==> src/rtl/vga_timing_pkg.sv <==
// Shared 640x480@60 raster constants, helpers and payload types for the VGA output path.
package vga_timing_pkg;

  localparam int unsigned VGA_H_ACTIVE = 640;
  localparam int unsigned VGA_H_FP     = 16;
  localparam int unsigned VGA_H_SYNC   = 96;
  localparam int unsigned VGA_H_BP     = 48;
  localparam int unsigned VGA_V_ACTIVE = 480;
  localparam int unsigned VGA_V_FP     = 10;
  localparam int unsigned VGA_V_SYNC   = 2;
  localparam int unsigned VGA_V_BP     = 33;

  localparam int unsigned VGA_H_TOTAL  = VGA_H_ACTIVE + VGA_H_FP + VGA_H_SYNC + VGA_H_BP;
  localparam int unsigned VGA_V_TOTAL  = VGA_V_ACTIVE + VGA_V_FP + VGA_V_SYNC + VGA_V_BP;
  localparam int unsigned VGA_HS_START = VGA_H_ACTIVE + VGA_H_FP;
  localparam int unsigned VGA_HS_END   = VGA_HS_START + VGA_H_SYNC - 1;
  localparam int unsigned VGA_VS_START = VGA_V_ACTIVE + VGA_V_FP;
  localparam int unsigned VGA_VS_END   = VGA_VS_START + VGA_V_SYNC - 1;

  localparam int unsigned CNT_W = 10;
  localparam int unsigned X_W   = 10;
  localparam int unsigned Y_W   = 9;
  localparam int unsigned C_W   = 4;

  typedef struct packed {
    logic [C_W-1:0] r;
    logic [C_W-1:0] g;
    logic [C_W-1:0] b;
  } rgb_t;

  typedef struct packed {
    logic hs;
    logic vs;
    logic de;
  } sync_t;

  // Pin level for a sync signal given whether it is asserted and its active level.
  function automatic logic sync_level(input logic active, input logic pol);
    return active ? pol : ~pol;
  endfunction

endpackage

==> src/rtl/vga_timing_if.sv <==
// Pixel-coordinate / colour bus between the raster timing block and the colour-generation stage.
interface vga_timing_if;
  import vga_timing_pkg::*;

  logic [X_W-1:0] oVGA_X;
  logic [Y_W-1:0] oVGA_Y;
  logic [C_W-1:0] iRed;
  logic [C_W-1:0] iGreen;
  logic [C_W-1:0] iBlue;

  modport master (output oVGA_X, output oVGA_Y, input iRed, input iGreen, input iBlue);
  modport slave  (input oVGA_X, input oVGA_Y, output iRed, output iGreen, output iBlue);
endinterface

==> src/rtl/vga_delay_line.sv <==
// Fixed-depth shift register with asynchronous clear to a chosen idle value.
module vga_delay_line #(
  parameter int unsigned     WIDTH   = 1,
  parameter int unsigned     DEPTH   = 1,
  parameter logic [WIDTH-1:0] RST_VAL = '0
) (
  input  logic             iVGA_CLK,
  input  logic             iRST_n,
  input  logic [WIDTH-1:0] i_d,
  output logic [WIDTH-1:0] o_q
);

  logic [DEPTH-1:0][WIDTH-1:0] r_stage;

  if (DEPTH == 1) begin : g_one
    always_ff @(posedge iVGA_CLK or negedge iRST_n) begin
      if (!iRST_n) r_stage <= {DEPTH{RST_VAL}};
      else         r_stage <= i_d;
    end
  end else begin : g_many
    always_ff @(posedge iVGA_CLK or negedge iRST_n) begin
      if (!iRST_n) r_stage <= {DEPTH{RST_VAL}};
      else         r_stage <= {r_stage[DEPTH-2:0], i_d};
    end
  end

  assign o_q = r_stage[DEPTH-1];

endmodule

==> src/rtl/vga_timing_out.sv <==
// VGA raster counters, sync/DE generation delayed to match the colour stage, and the registered DAC output.
module vga_timing_out
  import vga_timing_pkg::*;
#(
  parameter int unsigned H_ACTIVE = VGA_H_ACTIVE,
  parameter int unsigned H_FP     = VGA_H_FP,
  parameter int unsigned H_SYNC   = VGA_H_SYNC,
  parameter int unsigned H_BP     = VGA_H_BP,
  parameter int unsigned V_ACTIVE = VGA_V_ACTIVE,
  parameter int unsigned V_FP     = VGA_V_FP,
  parameter int unsigned V_SYNC   = VGA_V_SYNC,
  parameter int unsigned V_BP     = VGA_V_BP,
  parameter int unsigned PIPE_DLY = 1,
  parameter bit          SYNC_POL = 1'b0
) (
  input  logic           iVGA_CLK,
  input  logic           iRST_n,
  input  logic           iEnable,
  vga_timing_if.master   io_pix,
  output logic [C_W-1:0] oVGA_R,
  output logic [C_W-1:0] oVGA_G,
  output logic [C_W-1:0] oVGA_B,
  output logic           oVGA_HS,
  output logic           oVGA_VS,
  output logic           oVGA_DE,
  output logic           oFrame_Start
);

  localparam int unsigned H_TOTAL  = H_ACTIVE + H_FP + H_SYNC + H_BP;
  localparam int unsigned V_TOTAL  = V_ACTIVE + V_FP + V_SYNC + V_BP;
  localparam int unsigned HS_START = H_ACTIVE + H_FP;
  localparam int unsigned HS_END   = HS_START + H_SYNC - 1;
  localparam int unsigned VS_START = V_ACTIVE + V_FP;
  localparam int unsigned VS_END   = VS_START + V_SYNC - 1;
  localparam sync_t       SYNC_IDLE = '{hs: ~SYNC_POL, vs: ~SYNC_POL, de: 1'b0};

  logic [CNT_W-1:0] r_h_cnt;
  logic [CNT_W-1:0] r_v_cnt;
  sync_t            r_sync;
  rgb_t             r_rgb;
  logic             r_frame_start;

  logic  w_h_wrap;
  logic  w_v_wrap;
  logic  w_h_act;
  logic  w_v_act;
  logic  w_hs_on;
  logic  w_vs_on;
  sync_t w_sync_raw;
  sync_t w_sync_dly;
  rgb_t  w_rgb_in;

  assign w_h_wrap = (r_h_cnt == CNT_W'(H_TOTAL - 1));
  assign w_v_wrap = (r_v_cnt == CNT_W'(V_TOTAL - 1));
  assign w_h_act  = (r_h_cnt < CNT_W'(H_ACTIVE));
  assign w_v_act  = (r_v_cnt < CNT_W'(V_ACTIVE));

  // Raster counters; v only moves on the h wrap, so vsync never changes mid-line.
  always_ff @(posedge iVGA_CLK or negedge iRST_n) begin
    if (!iRST_n) begin
      r_h_cnt <= '0;
      r_v_cnt <= '0;
    end else if (!iEnable) begin
      r_h_cnt <= '0;
      r_v_cnt <= '0;
    end else if (w_h_wrap) begin
      r_h_cnt <= '0;
      r_v_cnt <= w_v_wrap ? '0 : r_v_cnt + 1'b1;
    end else begin
      r_h_cnt <= r_h_cnt + 1'b1;
    end
  end

  assign w_hs_on = iEnable && (r_h_cnt >= CNT_W'(HS_START)) && (r_h_cnt <= CNT_W'(HS_END));
  assign w_vs_on = iEnable && (r_v_cnt >= CNT_W'(VS_START)) && (r_v_cnt <= CNT_W'(VS_END));

  assign w_sync_raw = '{hs: sync_level(w_hs_on, SYNC_POL),
                        vs: sync_level(w_vs_on, SYNC_POL),
                        de: iEnable && w_h_act && w_v_act};

  // Coordinates go straight out so the colour stage sees the current counter position.
  assign io_pix.oVGA_X = w_h_act ? X_W'(r_h_cnt) : '0;
  assign io_pix.oVGA_Y = w_v_act ? r_v_cnt[Y_W-1:0] : '0;

  vga_delay_line #(
    .WIDTH   ($bits(sync_t)),
    .DEPTH   (PIPE_DLY),
    .RST_VAL (SYNC_IDLE)
  ) u_sync_dly (
    .iVGA_CLK (iVGA_CLK),
    .iRST_n   (iRST_n),
    .i_d      (w_sync_raw),
    .o_q      (w_sync_dly)
  );

  assign w_rgb_in = '{r: io_pix.iRed, g: io_pix.iGreen, b: io_pix.iBlue};

  // Pin register: colour returning from the colour stage lines up with the delayed DE here.
  always_ff @(posedge iVGA_CLK or negedge iRST_n) begin
    if (!iRST_n) begin
      r_sync        <= SYNC_IDLE;
      r_rgb         <= '0;
      r_frame_start <= 1'b0;
    end else begin
      r_sync        <= w_sync_dly;
      r_rgb         <= w_sync_dly.de ? w_rgb_in : '0;
      r_frame_start <= iEnable && (r_h_cnt == '0) && (r_v_cnt == '0);
    end
  end

  assign oVGA_R       = r_rgb.r;
  assign oVGA_G       = r_rgb.g;
  assign oVGA_B       = r_rgb.b;
  assign oVGA_HS      = r_sync.hs;
  assign oVGA_VS      = r_sync.vs;
  assign oVGA_DE      = r_sync.de;
  assign oFrame_Start = r_frame_start;

endmodule

==> src/flat_wrapper.sv <==
// flat-port wrapper written by rule: the top's interface ports become plain ports
module vga_timing_out_flat import vga_timing_pkg::*;
#(
  parameter int unsigned H_ACTIVE = VGA_H_ACTIVE,
  parameter int unsigned H_FP     = VGA_H_FP,
  parameter int unsigned H_SYNC   = VGA_H_SYNC,
  parameter int unsigned H_BP     = VGA_H_BP,
  parameter int unsigned V_ACTIVE = VGA_V_ACTIVE,
  parameter int unsigned V_FP     = VGA_V_FP,
  parameter int unsigned V_SYNC   = VGA_V_SYNC,
  parameter int unsigned V_BP     = VGA_V_BP,
  parameter int unsigned PIPE_DLY = 1,
  parameter bit          SYNC_POL = 1'b0
)
  (iVGA_CLK, iRST_n, iEnable, oVGA_R, oVGA_G, oVGA_B, oVGA_HS, oVGA_VS, oVGA_DE, oFrame_Start, io_pix_oVGA_X, io_pix_oVGA_Y, io_pix_iRed, io_pix_iGreen, io_pix_iBlue);
  vga_timing_if io_pix_i ();
  input  logic iVGA_CLK;
  input  logic iRST_n;
  input  logic iEnable;
  output logic [C_W-1:0] oVGA_R;
  output logic [C_W-1:0] oVGA_G;
  output logic [C_W-1:0] oVGA_B;
  output logic oVGA_HS;
  output logic oVGA_VS;
  output logic oVGA_DE;
  output logic oFrame_Start;
  output wire logic [$bits(io_pix_i.oVGA_X)-1:0] io_pix_oVGA_X;
  output wire logic [$bits(io_pix_i.oVGA_Y)-1:0] io_pix_oVGA_Y;
  input wire logic [$bits(io_pix_i.iRed)-1:0] io_pix_iRed;
  input wire logic [$bits(io_pix_i.iGreen)-1:0] io_pix_iGreen;
  input wire logic [$bits(io_pix_i.iBlue)-1:0] io_pix_iBlue;
  assign io_pix_oVGA_X = io_pix_i.oVGA_X;
  assign io_pix_oVGA_Y = io_pix_i.oVGA_Y;
  assign io_pix_i.iRed = io_pix_iRed;
  assign io_pix_i.iGreen = io_pix_iGreen;
  assign io_pix_i.iBlue = io_pix_iBlue;
  vga_timing_out #(.H_ACTIVE(H_ACTIVE), .H_FP(H_FP), .H_SYNC(H_SYNC), .H_BP(H_BP), .V_ACTIVE(V_ACTIVE), .V_FP(V_FP), .V_SYNC(V_SYNC), .V_BP(V_BP), .PIPE_DLY(PIPE_DLY), .SYNC_POL(SYNC_POL)) u_core (.iVGA_CLK(iVGA_CLK), .iRST_n(iRST_n), .iEnable(iEnable), .io_pix(io_pix_i), .oVGA_R(oVGA_R), .oVGA_G(oVGA_G), .oVGA_B(oVGA_B), .oVGA_HS(oVGA_HS), .oVGA_VS(oVGA_VS), .oVGA_DE(oVGA_DE), .oFrame_Start(oFrame_Start));
endmodule
==> config.mk <==
export PLATFORM = sky130hd
export DESIGN_NAME = vga_timing_out_flat
export DESIGN_NICKNAME = d
export VERILOG_FILES = /design/src/rtl/vga_timing_pkg.sv /design/src/rtl/vga_timing_if.sv /design/src/rtl/vga_delay_line.sv /design/src/rtl/vga_timing_out.sv /design/src/flat_wrapper.sv
export SDC_FILE = /design/constraint.sdc
export NUM_CORES = 1
export LEC_CHECK = 0
export ABC_AREA = 1
export BUFFER_PORTS_ARGS = -buffer_cell sky130_fd_sc_hd__buf_2
export CORE_MARGIN = 1.5
export CORE_UTILIZATION = 35
export CTS_CLUSTER_SIZE = 30
export DETAILED_ROUTE_END_ITERATION = 6
export PLACE_DENSITY_LB_ADDON = 0.25
export SLEW_MARGIN = 20
export SYNTH_ARGS = -nofsm -noshare
export SYNTH_HDL_FRONTEND = slang
export SYNTH_SLANG_ARGS = --single-unit
==> constraint.sdc <==
create_clock -name iVGA_CLK -period 1.8 [get_ports iVGA_CLK]
set_clock_uncertainty 0.1 [all_clocks]
set_input_delay 0 -clock iVGA_CLK [delete_from_list [all_inputs] [get_ports iVGA_CLK]]
set_output_delay 0 -clock iVGA_CLK [all_outputs]
set_load 0.05 [all_outputs]
After elaboration in Yosys (flattened, before gate mapping). Index checks and enable logic that the tools add are counted. Widths: inputs -> output; s select.

Output and inout port bits: 35. ROM bits: 0. RAM bits: 0. Memories kept: 0. Register bits: 39. Bits of input ports: 15. Word-level logic and storage cells: 41. Bits in latches: 0.

$mul: 0. Equality and inequality tests: 3. $add $sub $neg: 2. Divide/modulo/power cells: 0. Bitwise gates (word level): 0. $lt $le $gt $ge: 6. Reduce and logical (&&, ||, !) cells: 10. Shifts and indexed selects: 0. Multiplexer cells: 10.

Operators by type and width (number): $mux 10 (6); $add 10x1->10 const B (2); $eq 10x10->1 const B (2); $logic_not 10->1 (2); $mux 12 (1); $ge 10x10->1 const B (1); $ge 10x9->1 const B (1); $le 10x10->1 const B (1); $le 10x9->1 const B (1); $lt 10x10->1 const B (1); $lt 10x9->1 const B (1); $mux 9 (1); $logic_and 1x1->1 (8); $mux 1 (2); $ne 2x1->1 const B (1).

Logic depth before layout (Yosys ltp).
Depth after elaboration: 4. Depth in mapped cells: 9. Gate-level depth less buffers: 9.

Cells and area by module. Synthesis repeated with hierarchy kept, for this count alone.

Cell total of the unflattened synthesis: 241. Area, all modules: 1931.9 um2.

Modules (own cells, without submodules): vga_timing_out (times used 1, seq. area each 903.4 um2, cells an instance 238, area each 1854.3 um2); vga_delay_line (times used 1, seq. area each 77.6 um2, cells an instance 3, area each 77.6 um2).

Least setup slack after synthesis. No wires, ideal clock.

Path type: reg-to-output. From: register u_core.r_h_cnt[8]. To: output port io_pix_oVGA_X[0]. Setup slack: 0.201 ns. Buffers on the path: 1. Stages on the path, launching flop included: 5. Data required time: 1.700 ns. Arrival: 1.499 ns. Path through: dfrtp_1 -> buf_4 -> o21ai_0 -> inv_2 -> nor2_1.

Word-level cells in the longest chain between the ends: 2.

Ends and longest elaborated chain: from (decl) (RTL line vga_timing_out.sv:37) `logic [CNT_W-1:0] r_h_cnt;`; from (signal assigned) (RTL line vga_timing_out.sv:70) `r_h_cnt <= r_h_cnt + 1'b1;`; $lt 10x10->1 (RTL line vga_timing_out.sv:55) `assign w_h_act = (r_h_cnt < CNT_W'(H_ACTIVE));`; $mux 10 (RTL line vga_timing_out.sv:82) `assign io_pix.oVGA_X = w_h_act ? X_W'(r_h_cnt) : '0;`; to (decl) (RTL line flat_wrapper.sv:27) `output wire logic [$bits(io_pix_i.oVGA_X)-1:0] io_pix_oVGA_X;`.

Every way passes these cells.

Worst setup path in the final report.
From: register u_core.r_h_cnt[0]. To: register u_core.r_h_cnt[5].

Word-level cells in the longest chain between the ends: 3. Elaborated cells between the ends (all ways): 4. Classes of those cells: 1 x add/sub; 1 x eq/ne; 2 x mux.

Ends and longest elaborated chain: $add 10x1->10 / $eq 10x10->1 (equally long branches) (RTL line vga_timing_out.sv:70, vga_timing_out.sv:53); $mux 10 (*) (RTL line vga_timing_out.sv:66) `end else if (w_h_wrap) begin`; $mux 10 (*) (RTL line vga_timing_out.sv:63) `end else if (!iEnable) begin`.

Every way passes the cells marked *; elsewhere a longest branch is shown, timed or not. A chain may end at the register's enable or synchronous reset.

==> impl_summary.log <==
INFO  metric area.growth.synth_to_final = 27.6%
INFO  metric result_of_the_run = completed
INFO  metric die_height = 79.7 um
INFO  metric routed-via-count = 1802
INFO  metric fin_nets = 351
INFO  metric detailroute.wirelength.met3 = 249 um
INFO  metric ys_top_cells_by_area = sky130_fd_sc_hd__dfrtp_1 (43%), sky130_fd_sc_hd__nand2_1 (12%), sky130_fd_sc_hd__nor2_1 (8.6%)
INFO  metric wl_met1 = 2340 um
INFO  metric numPortBuffers = 49
INFO  metric grt-ovfl-total = 0
INFO  metric tritoncts = done
INFO  metric detail-route-antenna-nets = 0
INFO  metric setup_tns = 0 ns
INFO  metric power.share.switching = 25.9%
INFO  metric finalSetupViolations = 0
INFO  metric detail_route.vias_per_cell = 4.46
INFO  metric hold_viol_final = 0
INFO  metric p_int = 0.00138 W
INFO  metric final_max_slew_viol_count = 0
INFO  metric highest-signal-layer = met4
INFO  metric clock_tree.htree_level_count = 2
INFO  metric max_frequency = 616 MHz
INFO  metric mappedNetlistArea = 2060 um^2
INFO  metric post-route-worst-setup-slack = 0.176 ns
INFO  metric start_kind = flip-flop
INFO  metric worstMarginPinSlew = 0.485 ns
INFO  metric clock_share_of_power = 39.7%
INFO  metric netlist_instances = 265
INFO  metric post_drt_wl_per_cell = 11.8 um
INFO  metric grt_setup_unrepaired = no
INFO  metric net_switching_power = 0.000483 W
INFO  metric post-dp-hpwl = 3320 um
INFO  metric hold_path_class = in2async
INFO  metric period_needed = 1.62 ns
INFO  metric sequentialPowerShare = 49.0%
INFO  metric grt_antenna_before_repair = 0
INFO  metric synth.ff_latch_count = 39
INFO  metric required = 1.88 ns
INFO  metric insertedDiodeCount = 0
INFO  metric grt_pass1_vias = 1674
INFO  metric worst_skew_pair.late_latency = 0.29 ns
INFO  metric worstSetupPathType = reg2reg
INFO  metric path_clk_slew = 0.08 ns
INFO  metric place_worst_setup_slack = 0.206 ns
INFO  metric power_density = 709 nW/um^2
INFO  metric core_area = 5610 um^2
INFO  metric placement_rows = 27
INFO  metric grt_pass1_wl = 7890 um
INFO  metric per_instance_average_area_after_synthesis = 7.78 um^2
INFO  metric yosysUniqueCellTypes = 25
INFO  metric pin_count = 50
INFO  metric power_leakage = 1.46 nW
INFO  metric dr_wl_met2 = 2120 um
INFO  metric post_synth_net_total = 285
INFO  metric ys.warnings.count = 0
INFO  metric ys_seq_area_share = 47.6%
INFO  metric gp_congestion = 0.813
INFO  metric critical_path.startpoint = u_core.r_h_cnt[0]$_DFF_PN0_
INFO  metric worst-endpoint-arrival = 1.70 ns
INFO  metric design_power_total = 0.00186 W
INFO  metric drt-initial-drc-count = 104
INFO  metric drcViolationCount = 0
INFO  metric clock_sink_count = 39
INFO  metric yosysTopAreaCell = sky130_fd_sc_hd__dfrtp_1
INFO  metric setup.worst_path.end_class = flip-flop
INFO  metric final_layout_size_suffix_gt1_share = 24.1%
INFO  metric grtUsageTotal = 16.1%
INFO  metric drt_first_pass_iters = 4
INFO  metric critPathMaxFanout = 13
INFO  metric pin_count_of_the_biggest_net_entering_global_routing = 40
INFO  metric cts_buffers = 5
INFO  metric post-route-period-util = 90.2%
INFO  metric vdd_ir_drop_max = 0.333 mV
INFO  metric yosys.area.top_type_share = 42.5%
INFO  metric design.die.area = 6360 um^2
INFO  metric maxCapViolCount = 0
INFO  metric postRouteWirelength = 4770 um
INFO  metric comb_power_share = 11.3%
INFO  metric floorplan.die.width = 79.7 um
INFO  metric slew-limit-headroom = 67.6%
INFO  metric initial_utilization = 36.7%
INFO  metric clockRootBuffer = sky130_fd_sc_hd__clkbuf_8
INFO  metric r2r-start = u_core.r_h_cnt[0]$_DFF_PN0_
INFO  metric cts_max_path_buffers = 2
## cell type report
type | count | area, um^2
Clock buffer | 5 | 68.8
Clock inverter | 3 | 46.3
Fill cell | 585 | 2980
Inverter | 43 | 161
Multi-Input combinational cell | 177 | 881
Sequential cell | 39 | 981
Tap cell | 72 | 90.1
Timing Repair Buffer | 65 | 400
## through the flow
step	hold WS (ns)	instance area (um^2)	utilization [%]	std cells
6_report	0.188	2630	46.9	404
2_1_floorplan	-0.396	2060	-	265
5_1_grt	0.233	2630	46.9	404
3_3_place_gp	-0.0111	2370	42.3	382
4_1_cts	0.205	2630	46.9	404
3_5_place_dp	-0.0118	2370	42.3	382
## power groups by stage
stage	registers, W	logic (W)	clock network, W
4_1_cts	0.000912	0.000212	0.000761
6_report	0.000912	0.000211	0.000740
2_1_floorplan	0.000988	0.0000610	0
3_5_place_dp	0.000930	0.000189	0
3_3_place_gp	0.000929	0.000189	0
5_1_grt	0.000915	0.000228	0.000799
## critical path, cell delays in order, from the launching register on
cell and delay [ns]:
sky130_fd_sc_hd__dfrtp_1 0.39, sky130_fd_sc_hd__ha_1 0.18, sky130_fd_sc_hd__nand2_1 0.13, sky130_fd_sc_hd__nor2_4 0.15, sky130_fd_sc_hd__nand4_4 0.24, sky130_fd_sc_hd__nand2_1 0.25
sky130_fd_sc_hd__nor2_1 0.07
## what timing repair did
action | in CTS | in global routing
buffers inserted | 0 | 0
hold buffers | 14 | 0
resized for setup | 0 | 1
setup endpoints to repair | 0 | 1
hold endpoints to repair | 50 | 0
## cell usage after synthesis (all sizes together)
library cell / number
dfrtp: 35
nand4: 10
o2111ai: 1
dfstp: 4
nand3: 21
nor2: 53
nor3: 5
inv: 43
a21oi: 3
xor2: 4
o21ai: 6
ha: 5
buf: 5
nand2: 69
clkbuf: 1
## path summary, 6_finish.rpt
| check | endpoint | cells after the start | slack (ns) |
|---|---|---|---|
| worst max-delay path | u_core.r_h_cnt[5]$_DFF_PN0_ | 6 | 0.18 |
| worst min-delay path | u_core.oVGA_B[3]$_DFF_PN0_ | 3 | 0.19 |
| worst max register to register | u_core.r_h_cnt[5]$_DFF_PN0_ | 6 | 0.18 |
| worst min register to register | u_core.oVGA_HS$_DFF_PN1_ | 0 | 0.26 |
| max in group asynchronous | u_core.oVGA_VS$_DFF_PN1_ | 3 | 1.05 |
| min in group iVGA_CLK | u_core.oVGA_HS$_DFF_PN1_ | 0 | 0.26 |
## cells in the final DEF, fill, tap and decap left out, types with 4 or more instances in the layout
| master | instances |
|---|---|
| sky130_fd_sc_hd__inv_1 | 40 |
| sky130_fd_sc_hd__nand3_1 | 17 |
| sky130_fd_sc_hd__dfstp_2 | 4 |
| sky130_fd_sc_hd__nand2_1 | 67 |
| sky130_fd_sc_hd__buf_2 | 49 |
| sky130_fd_sc_hd__dfrtp_1 | 35 |
| sky130_fd_sc_hd__dlygate4sd3_1 | 14 |
| sky130_fd_sc_hd__nor2_1 | 47 |
| sky130_fd_sc_hd__nand4_1 | 9 |
| sky130_fd_sc_hd__xor2_1 | 4 |
| sky130_fd_sc_hd__nand3_2 | 4 |
| sky130_fd_sc_hd__nor3_1 | 5 |
| sky130_fd_sc_hd__clkbuf_8 | 5 |
| sky130_fd_sc_hd__nor2_4 | 4 |
| sky130_fd_sc_hd__ha_1 | 5 |
## logic make-up (layout without fill, tap and decap cells)
family	Yosys count	in the layout	synth area share [%]
compound gates	10	10	2.79
xor+xnor	4	4	1.70
fa+ha+maj	5	5	3.04
buf+inv	49	116	9.65
flops	39	39	47.6
simple gates	158	158	35.2
## flip-flops by register name, summed over array words and instances, names as in the netlist
register	cells
u_core.oVGA_HS	1
u_core.oVGA_G	4
u_core.r_h_cnt	10
u_core.oVGA_DE	1
u_core.r_v_cnt	10
u_core.oVGA_R	4
u_core.oFrame_Start	1
u_core.oVGA_B	4
u_core.u_sync_dly.o_q	3
u_core.oVGA_VS	1
## routing by layer
layer  vias to the layer above  track usage (%)
li1                        941                -
met1                       799             22.0
met2                        57             25.5
met3                         5             2.74
met4                         0             6.21
met5                         -                0
(Power assumes the default switching activity.)
